`src/rtl/polar_to_rect_pkg.sv`:
```
// Shared types and constants for the polar-to-rectangular CORDIC engine.
package polar_to_rect_pkg;

    typedef enum logic [1:0] {
        ST_IDLE   = 2'd0,
        ST_SCALE  = 2'd1,
        ST_ROTATE = 2'd2,
        ST_DONE   = 2'd3
    } state_e;

    localparam int AMP_W     = 17;
    localparam int ANG_W     = 16;
    localparam int OUT_W     = 16;
    localparam int GAIN_FRAC = 15;
    localparam int ATAN_N    = 16;

    // 1/An for 16 micro-rotations, Q1.15
    localparam int CORDIC_GAIN_Q15 = 19898;

    // atan(2^-i) in binary-angle units (pi = 32768)
    localparam logic signed [ANG_W-1:0] ATAN_TAB [ATAN_N] = '{
        16'sd8192, 16'sd4836, 16'sd2555, 16'sd1297,
        16'sd651,  16'sd326,  16'sd163,  16'sd81,
        16'sd41,   16'sd20,   16'sd10,   16'sd5,
        16'sd3,    16'sd1,    16'sd1,    16'sd0
    };

    // x/y width: magnitude plus one bit of CORDIC growth, guard bits, sign
    function automatic int xy_width(input int guard);
        return AMP_W + 1 + guard + 1;
    endfunction

endpackage

```
`src/rtl/polar_to_rect_cordic_rot_stage.sv`:
```
// One combinational CORDIC micro-rotation driven by the sign of the residual angle.
module polar_to_rect_cordic_rot_stage
    import polar_to_rect_pkg::*;
#(
    parameter int XY_W  = 21,
    parameter int IDX_W = 4
) (
    input  logic signed [XY_W-1:0]  x_i,
    input  logic signed [XY_W-1:0]  y_i,
    input  logic signed [ANG_W-1:0] z_i,
    input  logic        [IDX_W-1:0] i_i,
    output logic signed [XY_W-1:0]  x_o,
    output logic signed [XY_W-1:0]  y_o,
    output logic signed [ANG_W-1:0] z_o
);

    logic signed [XY_W-1:0]  x_sh;
    logic signed [XY_W-1:0]  y_sh;
    logic signed [ANG_W-1:0] ang;

    // Rotate toward zero residual angle; z wraps mod 2^16 by construction.
    always_comb begin
        x_sh = x_i >>> i_i;
        y_sh = y_i >>> i_i;
        ang  = ATAN_TAB[i_i];
        if (z_i[ANG_W-1]) begin
            x_o = x_i + y_sh;
            y_o = y_i - x_sh;
            z_o = z_i + ang;
        end else begin
            x_o = x_i - y_sh;
            y_o = y_i + x_sh;
            z_o = z_i - ang;
        end
    end

endmodule

```
`src/rtl/polar_to_rect.sv`:
```
// Iterative CORDIC rotation: (amp, phase) -> (amp*cos, amp*sin), one transaction at a time.
module polar_to_rect
    import polar_to_rect_pkg::*;
#(
    parameter int ITER  = 16,
    parameter int GUARD = 2
) (
    input  logic                    I_sys_clk,
    input  logic                    I_sys_rstn,
    input  logic                    I_valid,
    output logic                    O_ready,
    input  logic [AMP_W-1:0]        I_amp,
    input  logic [ANG_W-1:0]        I_phase,
    output logic                    O_valid,
    input  logic                    I_ready,
    output logic signed [OUT_W-1:0] O_a1,
    output logic signed [OUT_W-1:0] O_a2,
    output logic                    O_sat
);

    localparam int XY_W     = xy_width(GUARD);
    localparam int IDX_W    = (ITER > 1) ? $clog2(ITER) : 1;
    localparam int CNT_W    = $clog2(ITER + 1);
    localparam int PROD_W   = AMP_W + GAIN_FRAC;
    localparam int RND_W    = XY_W + 1;
    localparam int RND_HALF = (GUARD > 0) ? (1 << (GUARD - 1)) : 0;

    localparam logic signed [RND_W-1:0] SAT_MAX = RND_W'(32767);
    localparam logic signed [RND_W-1:0] SAT_MIN = -RND_W'(32768);

    state_e                  state_q;
    logic [CNT_W-1:0]        cnt_q;
    logic [AMP_W-1:0]        amp_q;
    logic [ANG_W-1:0]        phase_q;
    logic signed [XY_W-1:0]  x_q, y_q;
    logic signed [ANG_W-1:0] z_q;
    logic signed [OUT_W-1:0] a1_q, a2_q;
    logic                    sat_q, valid_q;

    logic [PROD_W-1:0]       prod_d;
    logic signed [XY_W-1:0]  x0_d;
    logic signed [ANG_W-1:0] z0_d;
    logic signed [XY_W-1:0]  x_d, y_d;
    logic signed [ANG_W-1:0] z_d;
    logic [OUT_W:0]          rs1_d, rs2_d;

    // Round half up, then clip to the 16-bit range; MSB of the result flags a clip.
    function automatic logic [OUT_W:0] round_sat(input logic signed [XY_W-1:0] v);
        logic signed [RND_W-1:0] r;
        r = (RND_W'(v) + RND_W'(RND_HALF)) >>> GUARD;
        if (r > SAT_MAX)      return {1'b1, 16'h7FFF};
        else if (r < SAT_MIN) return {1'b1, 16'h8000};
        else                  return {1'b0, r[OUT_W-1:0]};
    endfunction

    // Pre-scale by 1/An and fold phases outside [-pi/2, pi/2) by starting on the -x axis.
    always_comb begin
        prod_d = PROD_W'(amp_q) * PROD_W'(CORDIC_GAIN_Q15);
        x0_d   = XY_W'(prod_d >> (GAIN_FRAC - GUARD));
        z0_d   = phase_q;
        if (phase_q[ANG_W-1] != phase_q[ANG_W-2]) begin
            x0_d = -x0_d;
            z0_d = phase_q + 16'h8000;
        end
    end

    polar_to_rect_cordic_rot_stage #(
        .XY_W  (XY_W),
        .IDX_W (IDX_W)
    ) u_rot (
        .x_i (x_q),
        .y_i (y_q),
        .z_i (z_q),
        .i_i (cnt_q[IDX_W-1:0]),
        .x_o (x_d),
        .y_o (y_d),
        .z_o (z_d)
    );

    // Output quantisation of the fully rotated vector.
    always_comb begin
        rs1_d = round_sat(x_q);
        rs2_d = round_sat(y_q);
    end

    // Control FSM and datapath registers; the last ROTATE cycle rounds the settled x/y
    // into the output register after all ITER micro-rotations have been applied.
    always_ff @(posedge I_sys_clk or negedge I_sys_rstn) begin
        if (!I_sys_rstn) begin
            state_q <= ST_IDLE;
            cnt_q   <= '0;
            amp_q   <= '0;
            phase_q <= '0;
            x_q     <= '0;
            y_q     <= '0;
            z_q     <= '0;
            a1_q    <= '0;
            a2_q    <= '0;
            sat_q   <= 1'b0;
            valid_q <= 1'b0;
        end else begin
            case (state_q)
                ST_IDLE: begin
                    if (I_valid) begin
                        amp_q   <= I_amp;
                        phase_q <= I_phase;
                        state_q <= ST_SCALE;
                    end
                end
                ST_SCALE: begin
                    x_q     <= x0_d;
                    y_q     <= '0;
                    z_q     <= z0_d;
                    cnt_q   <= '0;
                    state_q <= ST_ROTATE;
                end
                ST_ROTATE: begin
                    if (cnt_q == CNT_W'(ITER)) begin
                        a1_q    <= rs1_d[OUT_W-1:0];
                        a2_q    <= rs2_d[OUT_W-1:0];
                        sat_q   <= rs1_d[OUT_W] | rs2_d[OUT_W];
                        valid_q <= 1'b1;
                        state_q <= ST_DONE;
                    end else begin
                        x_q   <= x_d;
                        y_q   <= y_d;
                        z_q   <= z_d;
                        cnt_q <= cnt_q + CNT_W'(1);
                    end
                end
                ST_DONE: begin
                    if (I_ready) begin
                        valid_q <= 1'b0;
                        state_q <= ST_IDLE;
                    end
                end
                default: state_q <= ST_IDLE;
            endcase
        end
    end

    assign O_ready = (state_q == ST_IDLE);
    assign O_valid = valid_q;
    assign O_a1    = a1_q;
    assign O_a2    = a2_q;
    assign O_sat   = sat_q;

endmodule

```
`config.mk`:
```
export PLATFORM = sky130hd
export DESIGN_NAME = polar_to_rect
export DESIGN_NICKNAME = d
export VERILOG_FILES = /design/src/rtl/polar_to_rect_pkg.sv /design/src/rtl/polar_to_rect_cordic_rot_stage.sv /design/src/rtl/polar_to_rect.sv
export SDC_FILE = /design/constraint.sdc
export NUM_CORES = 1
export LEC_CHECK = 0
export BUFFER_PORTS_ARGS = -buffer_cell sky130_fd_sc_hd__buf_2
export CORE_ASPECT_RATIO = 0.75
export CORE_MARGIN = 4
export CORE_UTILIZATION = 40
export CTS_CLUSTER_DIAMETER = 120
export CTS_CLUSTER_SIZE = 12
export DETAILED_ROUTE_END_ITERATION = 8
export PLACE_DENSITY = 0.54
export SETUP_SLACK_MARGIN = 0.5
export SLEW_MARGIN = 10
export SYNTH_ARGS = -nofsm -noshare
export SYNTH_HDL_FRONTEND = slang
export SYNTH_SLANG_ARGS = --single-unit
export TNS_END_PERCENT = 20
```
`constraint.sdc`:
```
create_clock -name I_sys_clk -period 13.2 [get_ports I_sys_clk]
set_input_delay 1.98 -clock I_sys_clk [delete_from_list [all_inputs] [get_ports I_sys_clk]]
set_output_delay 1.98 -clock I_sys_clk [all_outputs]
set_load 0.01 [all_outputs]
```
* After elaboration in Yosys (flattened, before gate mapping)
Memories as Yosys holds them, arrays and structs flattened. Cells that the tools add are included.
Cells by class: $mul 1, reductions and logical operators 8, bitwise logic cells 2, mux-type cells 26, add/sub/neg operators 11, shift operators 2, order comparisons 5, equal/unequal tests 9
Operators by type and width (number):
- two-way mux 21 bit | 5
- one-hot mux 21 bit (2 select lines) | 2
- two-way mux 16 bit | 5
- two-way mux 17 bit | 4
- adder 21 x 3 -> 22 bit, second input constant | 2
- adder 21 bit | 2
- >>> shifter 21 x 4 -> 21 bit | 2
- subtractor 21 bit | 2
- > comparator 20 x 16 -> 1 bit, second input constant | 2
- less-than comparator 20 x 16 -> 1 bit, second input constant | 2
- one-hot mux 16 bit (2 select lines) | 1
- multiplier 17 x 14 -> 31 bit, second input constant | 1
- negator 19 -> 21 bit | 1
- adder 16 bit | 1
- adder 16 bit, second input constant | 1
- subtractor 16 bit | 1
- one-hot mux 5 bit (2 select lines) | 1
- inequality test 2 bit, second input constant | 4
- one-hot mux 2 bit (4 select lines) | 1
- two-way mux 2 bit | 3
- AND reduction 2 bit | 3
- AND reduction 3 bit | 2
- adder 5 x 1 -> 5 bit, second input constant | 1
- == test 5 bit, second input constant | 1
- other kinds (11) | 14
Storage, ports and cells: register bits after elaboration 132, bits of input ports 37, output and inout port bits 35, memory bits (read-only) 256, word-level logic and storage cells 76, memories kept 1
Memories:
- (name not given) | words 16, width 16, read ports 1, clocked after memory_dff 0, write ports 0, RTL line polar_to_rect_cordic_rot_stage.sv:25 | ang = ATAN_TAB[i_i];

* Depth between registers and ports, before layout
depth after elaboration 8, depth in mapped cells 25, gate-level depth less buffers 25

* Hierarchy
Synthesis repeated with hierarchy kept, for this count alone.
Second synthesis, totals: cells, all modules 2077, area total of the unflattened synthesis 18408.9 µm²
By module, submodules not included:
- polar_to_rect | area each 11972.7 µm², sequential area each 3303.2 µm², instances 1, cells each 1276
- polar_to_rect_cordic_rot_stage | area each 6436.2 µm², sequential area each 0.0 µm², instances 1, cells each 801

* Worst setup path after synthesis
OpenSTA, ideal clock, no wires.
path kind reg2reg, start point reg amp_q[7], end point reg x_q[16], stages on the path, launching flop included 26, data required time 13096 ps, library setup time 104 ps, path slack 6616 ps, data arrival time 6480 ps, cell sequence dfrtp_1 -> inv_1 -> fa_1 -> inv_1 -> ha_1 -> inv_1 -> fa_1 -> inv_1 -> fa_1 -> fa_1 -> inv_1 -> fa_1 -> inv_1 -> ha_1 -> and3_1 -> a221oi_1 -> nand2_1 -> a21oi_1 -> xor2_1 -> ha_1 -> inv_1 -> nor4_2 -> and4_1 -> a21oi_1 -> xor2_1 -> a221oi_1
Between the ends: word-level cells in the longest chain between the ends 4
RTL lines:
- start: declaration | RTL line polar_to_rect.sv:33 | logic [AMP_W-1:0] amp_q;
- start signal: assignment | RTL line polar_to_rect.sv:105 | amp_q <= I_amp;
- multiplier 17 x 14 -> 31 bit * | RTL line polar_to_rect.sv:58 | prod_d = PROD_W'(amp_q) * PROD_W'(CORDIC_GAIN_Q15);
- negator 19 -> 21 bit | RTL line polar_to_rect.sv:62 | x0_d = -x0_d;
- two-way mux 21 bit * | RTL line polar_to_rect.sv:61 | if (phase_q[ANG_W-1] != phase_q[ANG_W-2]) begin
- one-hot mux 21 bit (2 select lines) * | RTL line polar_to_rect.sv:102 | case (state_q)
- end signal: assignment | RTL line polar_to_rect.sv:94 | x_q <= '0;
- end signal: assignment | RTL line polar_to_rect.sv:111 | x_q <= x0_d;
- end signal: assignment | RTL line polar_to_rect.sv:125 | x_q <= x_d;
- end: declaration | RTL line polar_to_rect.sv:35 | logic signed [XY_W-1:0] x_q, y_q;
Mark *: on every way between the ends. The rest lies on a longest branch, timed or not. A chain may end at the register's enable or synchronous reset.

* Worst setup path in the final report
start point reg amp_q[8], end point reg x_q[18]
The elaborated chain is that of the path after synthesis.

==> flow_metrics.tcl <==
set metrics [dict create \
    num_rows 66 \
    crit_arrival_ns 7.53 \
    final_nets 2380 \
    synth_area_um2 17660 \
    outcome "finished, final reports clean" \
    slew_headroom_pct 31.33 \
    drive_gt1_share_pct 11.41 \
    synth_largest_area_cell "dfrtp_1" \
    hold_path.class "reg -> reg" \
    grt_util_all_layers_pct 21.12 \
    via_count 15120 \
    crit_slowest_cell "fa_1" \
    synth_top_cell_area_share_pct 18.71 \
    rsz0062_at_grt "no" \
    synth_flop_cell "dfrtp_1" \
    hp-start "O_a1[7]$_DFFE_PN0P_" \
    setup_tns_ns 0 \
    path_class "reg -> reg" \
    worst_setup_path_end_kind "flop" \
    synth_area_leaders "dfrtp_1 (19%), ha_1 (13%), fa_1 (11%), inv_1 (4.7%), mux4_2 (4.2%)" \
    maxCapViolCount 0 \
    holdBufCountCts 0 \
    clk_pin_slew_ns 0.06 \
    synth_cells 2043 \
    drv_slew 0 \
    detail_route.first_pass.iterations 6 \
    hold_end "O_a1[7]$_DFFE_PN0P_" \
    clkSinkCount 132 \
    slowest_delay_ns 0.57 \
    min_path_cells 2 \
    synth_seq_area_share_pct 18.71 \
    initial_utilization_pct 40.58 \
    drc 0 \
    wl_per_cell_um 18.69 \
    rr_endpoint "x_q[18]$_DFFE_PN0P_" \
    crit_chain "inv_1 > fa_1 > inv_1 > ha_1 > inv_1 > fa_1 > inv_1 > fa_1 > fa_1 > inv_1 > fa_1 > inv_1 > ha_1 > a211oi_1 > o21bai_1 > or3_1 > o211ai_1 > a21oi_1 > o21a_1 > o31ai_1 > a41oi_1 > xnor2_1 > a211oi_1" \
    gp_congestion 0.8946 \
    crit_top_cell "inv_1" \
    setup_viol 0 \
    postCtsSetupBuffers 0 \
    antenna_found_initial 0 \
    syn_to_final_growth_pct 8.099 \
    dpl.hpwl_um 38350 \
    cp.required_ns 13.56 \
    finalWorstSetupSlack_ns 6.034 \
    io_pins 72 \
    avgViaCountPerCell 5.713 \
    diodes 0 \
    tightest_slew_ns 1.024 \
    core_region_area_um2 43520 \
    overflow 0 \
    finalCritPeriodShare_pct 54.29 \
    ys_warn_count 0 \
    h-tree-depth 4 \
    grt_max_degree 83 \
    clock_skew_ns 0.01148 \
    fmax_mhz 139.5 \
    fin_util_pct 43.86 \
    grt_pass1_wl_um 81280 \
    antenna_left 0 \
    synth-seq-cells 132 \
    syn_nets 2368 \
    wl_um 49450 \
    root_buffer "clkbuf_16" \
    min_period_ns 7.166 \
    layout_commonest_cell "inv_1" \
    cts_tree "done" \
    async_flop_share_pct 100.0 \
    synth-edff-count 0 \
    final_cell_mix "inv_1 (222), ha_1 (189), nand2_1 (172)" \
    reg2reg_from "amp_q[8]$_DFFE_PN0P_" \
    yosysUniqueCellTypes 81 \
    clock_path_buffers 2 \
    cp_max_fo 11 \
    die_area_um2 47610 \
    cts_resized 0 \
    r2r_cells 23 \
    clock_latency_ns 0.45 \
    syn_area_per_cell_um2 8.643 \
    first_iter_violations 1326 \
    reg2reg_slack_ns 6.03 \
    fp.dieW_um 250.6 \
    post-place-ws_ns 6.111 \
    port_buffers 71 \
    numCtsBuffers 17 \
    die_h_um 190.0 \
    start_kind "flop" \
    hold_viol_final 0 \
    grt_pass1_vias 14670 \
]
how the worst max path moves through the flow:
stage / endpoint / from / depth (start not counted)
finish: x_q[18]$_DFFE_PN0P_ / amp_q[8]$_DFFE_PN0P_ / 23
global route: x_q[18]$_DFFE_PN0P_ / amp_q[6]$_DFFE_PN0P_ / 26
CTS: x_q[18]$_DFFE_PN0P_ / amp_q[6]$_DFFE_PN0P_ / 26
detailed placement: x_q[18]$_DFFE_PN0P_ / amp_q[6]$_DFFE_PN0P_ / 26
global placement: x_q[18]$_DFFE_PN0P_ / amp_q[6]$_DFFE_PN0P_ / 26
floorplan: x_q[16]$_DFFE_PN0P_ / amp_q[7]$_DFFE_PN0P_ / 25
cell families (layout without fill, tap and decap cells):
family          after synthesis  after routing  synth area share [%]
simple gates                527            527                 14.34
xor+xnor                    144            144                 7.142
buf+inv                     327            352                 7.121
fa+ha+maj                   288            288                 24.62
flops                       132            132                 18.71
compound gates              516            516                 18.99
mux                         109            109                 9.084
Yosys cell counts, drive strengths merged, types with 5 or more instances:
| cell type | instances |
|---|---|
| a31o | 5 |
| clkbuf | 77 |
| inv | 222 |
| and4 | 10 |
| o22ai | 13 |
| o21ai | 114 |
| mux2i | 23 |
| nor3 | 33 |
| fa | 99 |
| mux2 | 51 |
| or3 | 16 |
| o21bai | 8 |
| nand3 | 56 |
| buf | 25 |
| xnor2 | 77 |
| or2 | 5 |
| o211ai | 28 |
| a21oi | 135 |
| a41oi | 6 |
| ha | 189 |
| a22o | 6 |
| a311oi | 5 |
| and2 | 18 |
| a211oi | 24 |
| a21o | 32 |
| nor2 | 120 |
| dfrtp | 132 |
| a32oi | 6 |
| and3 | 28 |
| nand4 | 11 |
| o41ai | 6 |
| nor2b | 18 |
| xor2 | 67 |
| nand2 | 173 |
| mux4 | 35 |
| a22oi | 12 |
| a211o | 7 |
| nor3b | 6 |
| o31ai | 11 |
| a31oi | 20 |
| a221oi | 6 |
| nand2b | 14 |
| o21a | 34 |
| nor4 | 5 |
per-stage QoR:
| step | hold slack [ns] | instances | instance area [um^2] |
|---|---|---|---|
| after CTS | 0.4807 | 2646 | 19090 |
| final | 0.4751 | 2646 | 19090 |
| after detailed placement | 0.4661 | 2614 | 18530 |
| after floorplan | 0.4560 | 2043 | 17660 |
| after global routing | 0.4973 | 2646 | 19090 |
| after global placement | 0.4579 | 2614 | 18530 |
state kept, by name (all words and copies together), names as in the netlist, 2 cells and up:
| name | flops |
|---|---|
| x_q | 21 |
| y_q | 21 |
| amp_q | 17 |
| O_a1 | 16 |
| O_a2 | 16 |
| phase_q | 16 |
| z_q | 16 |
| cnt_q | 5 |
| state_q | 2 |
area by class of cell:
class | count | area [um^2]
clock buffer | 17 | 425.4
fill | 4346 | 24430
clock inverter | 15 | 131.4
timing repair buffer | 95 | 541.8
multi-input combinational | 1584 | 13120
inverter | 225 | 844.6
tap | 578 | 723.2
sequential | 132 | 3306
critical path, delay by kind of cell, from the launching register on:
| kind | cells | cell delay, ns |
|---|---|---|
| buffers and inverters | 6 | 0.44 |
| flip-flops | 1 | 0.49 |
| adder cells (fa/ha/maj) | 7 | 3.25 |
| XOR/XNOR | 1 | 0.17 |
| AND/OR/NAND/NOR | 1 | 0.44 |
| AO/OA/AOI/OAI | 8 | 2.27 |
per-layer routing:
metal	GRT usage, %	up-vias	routed length, um
met4	3.817	0	468
met5	0	-	0
met3	5.412	31	3920
met2	29.60	447	19660
met1	32.79	7345	25410
li1	-	7293	-
Power is left out: the tool's default activity adds up to more than one toggle a clock period on the data nets, which glitch-free logic cannot reach.
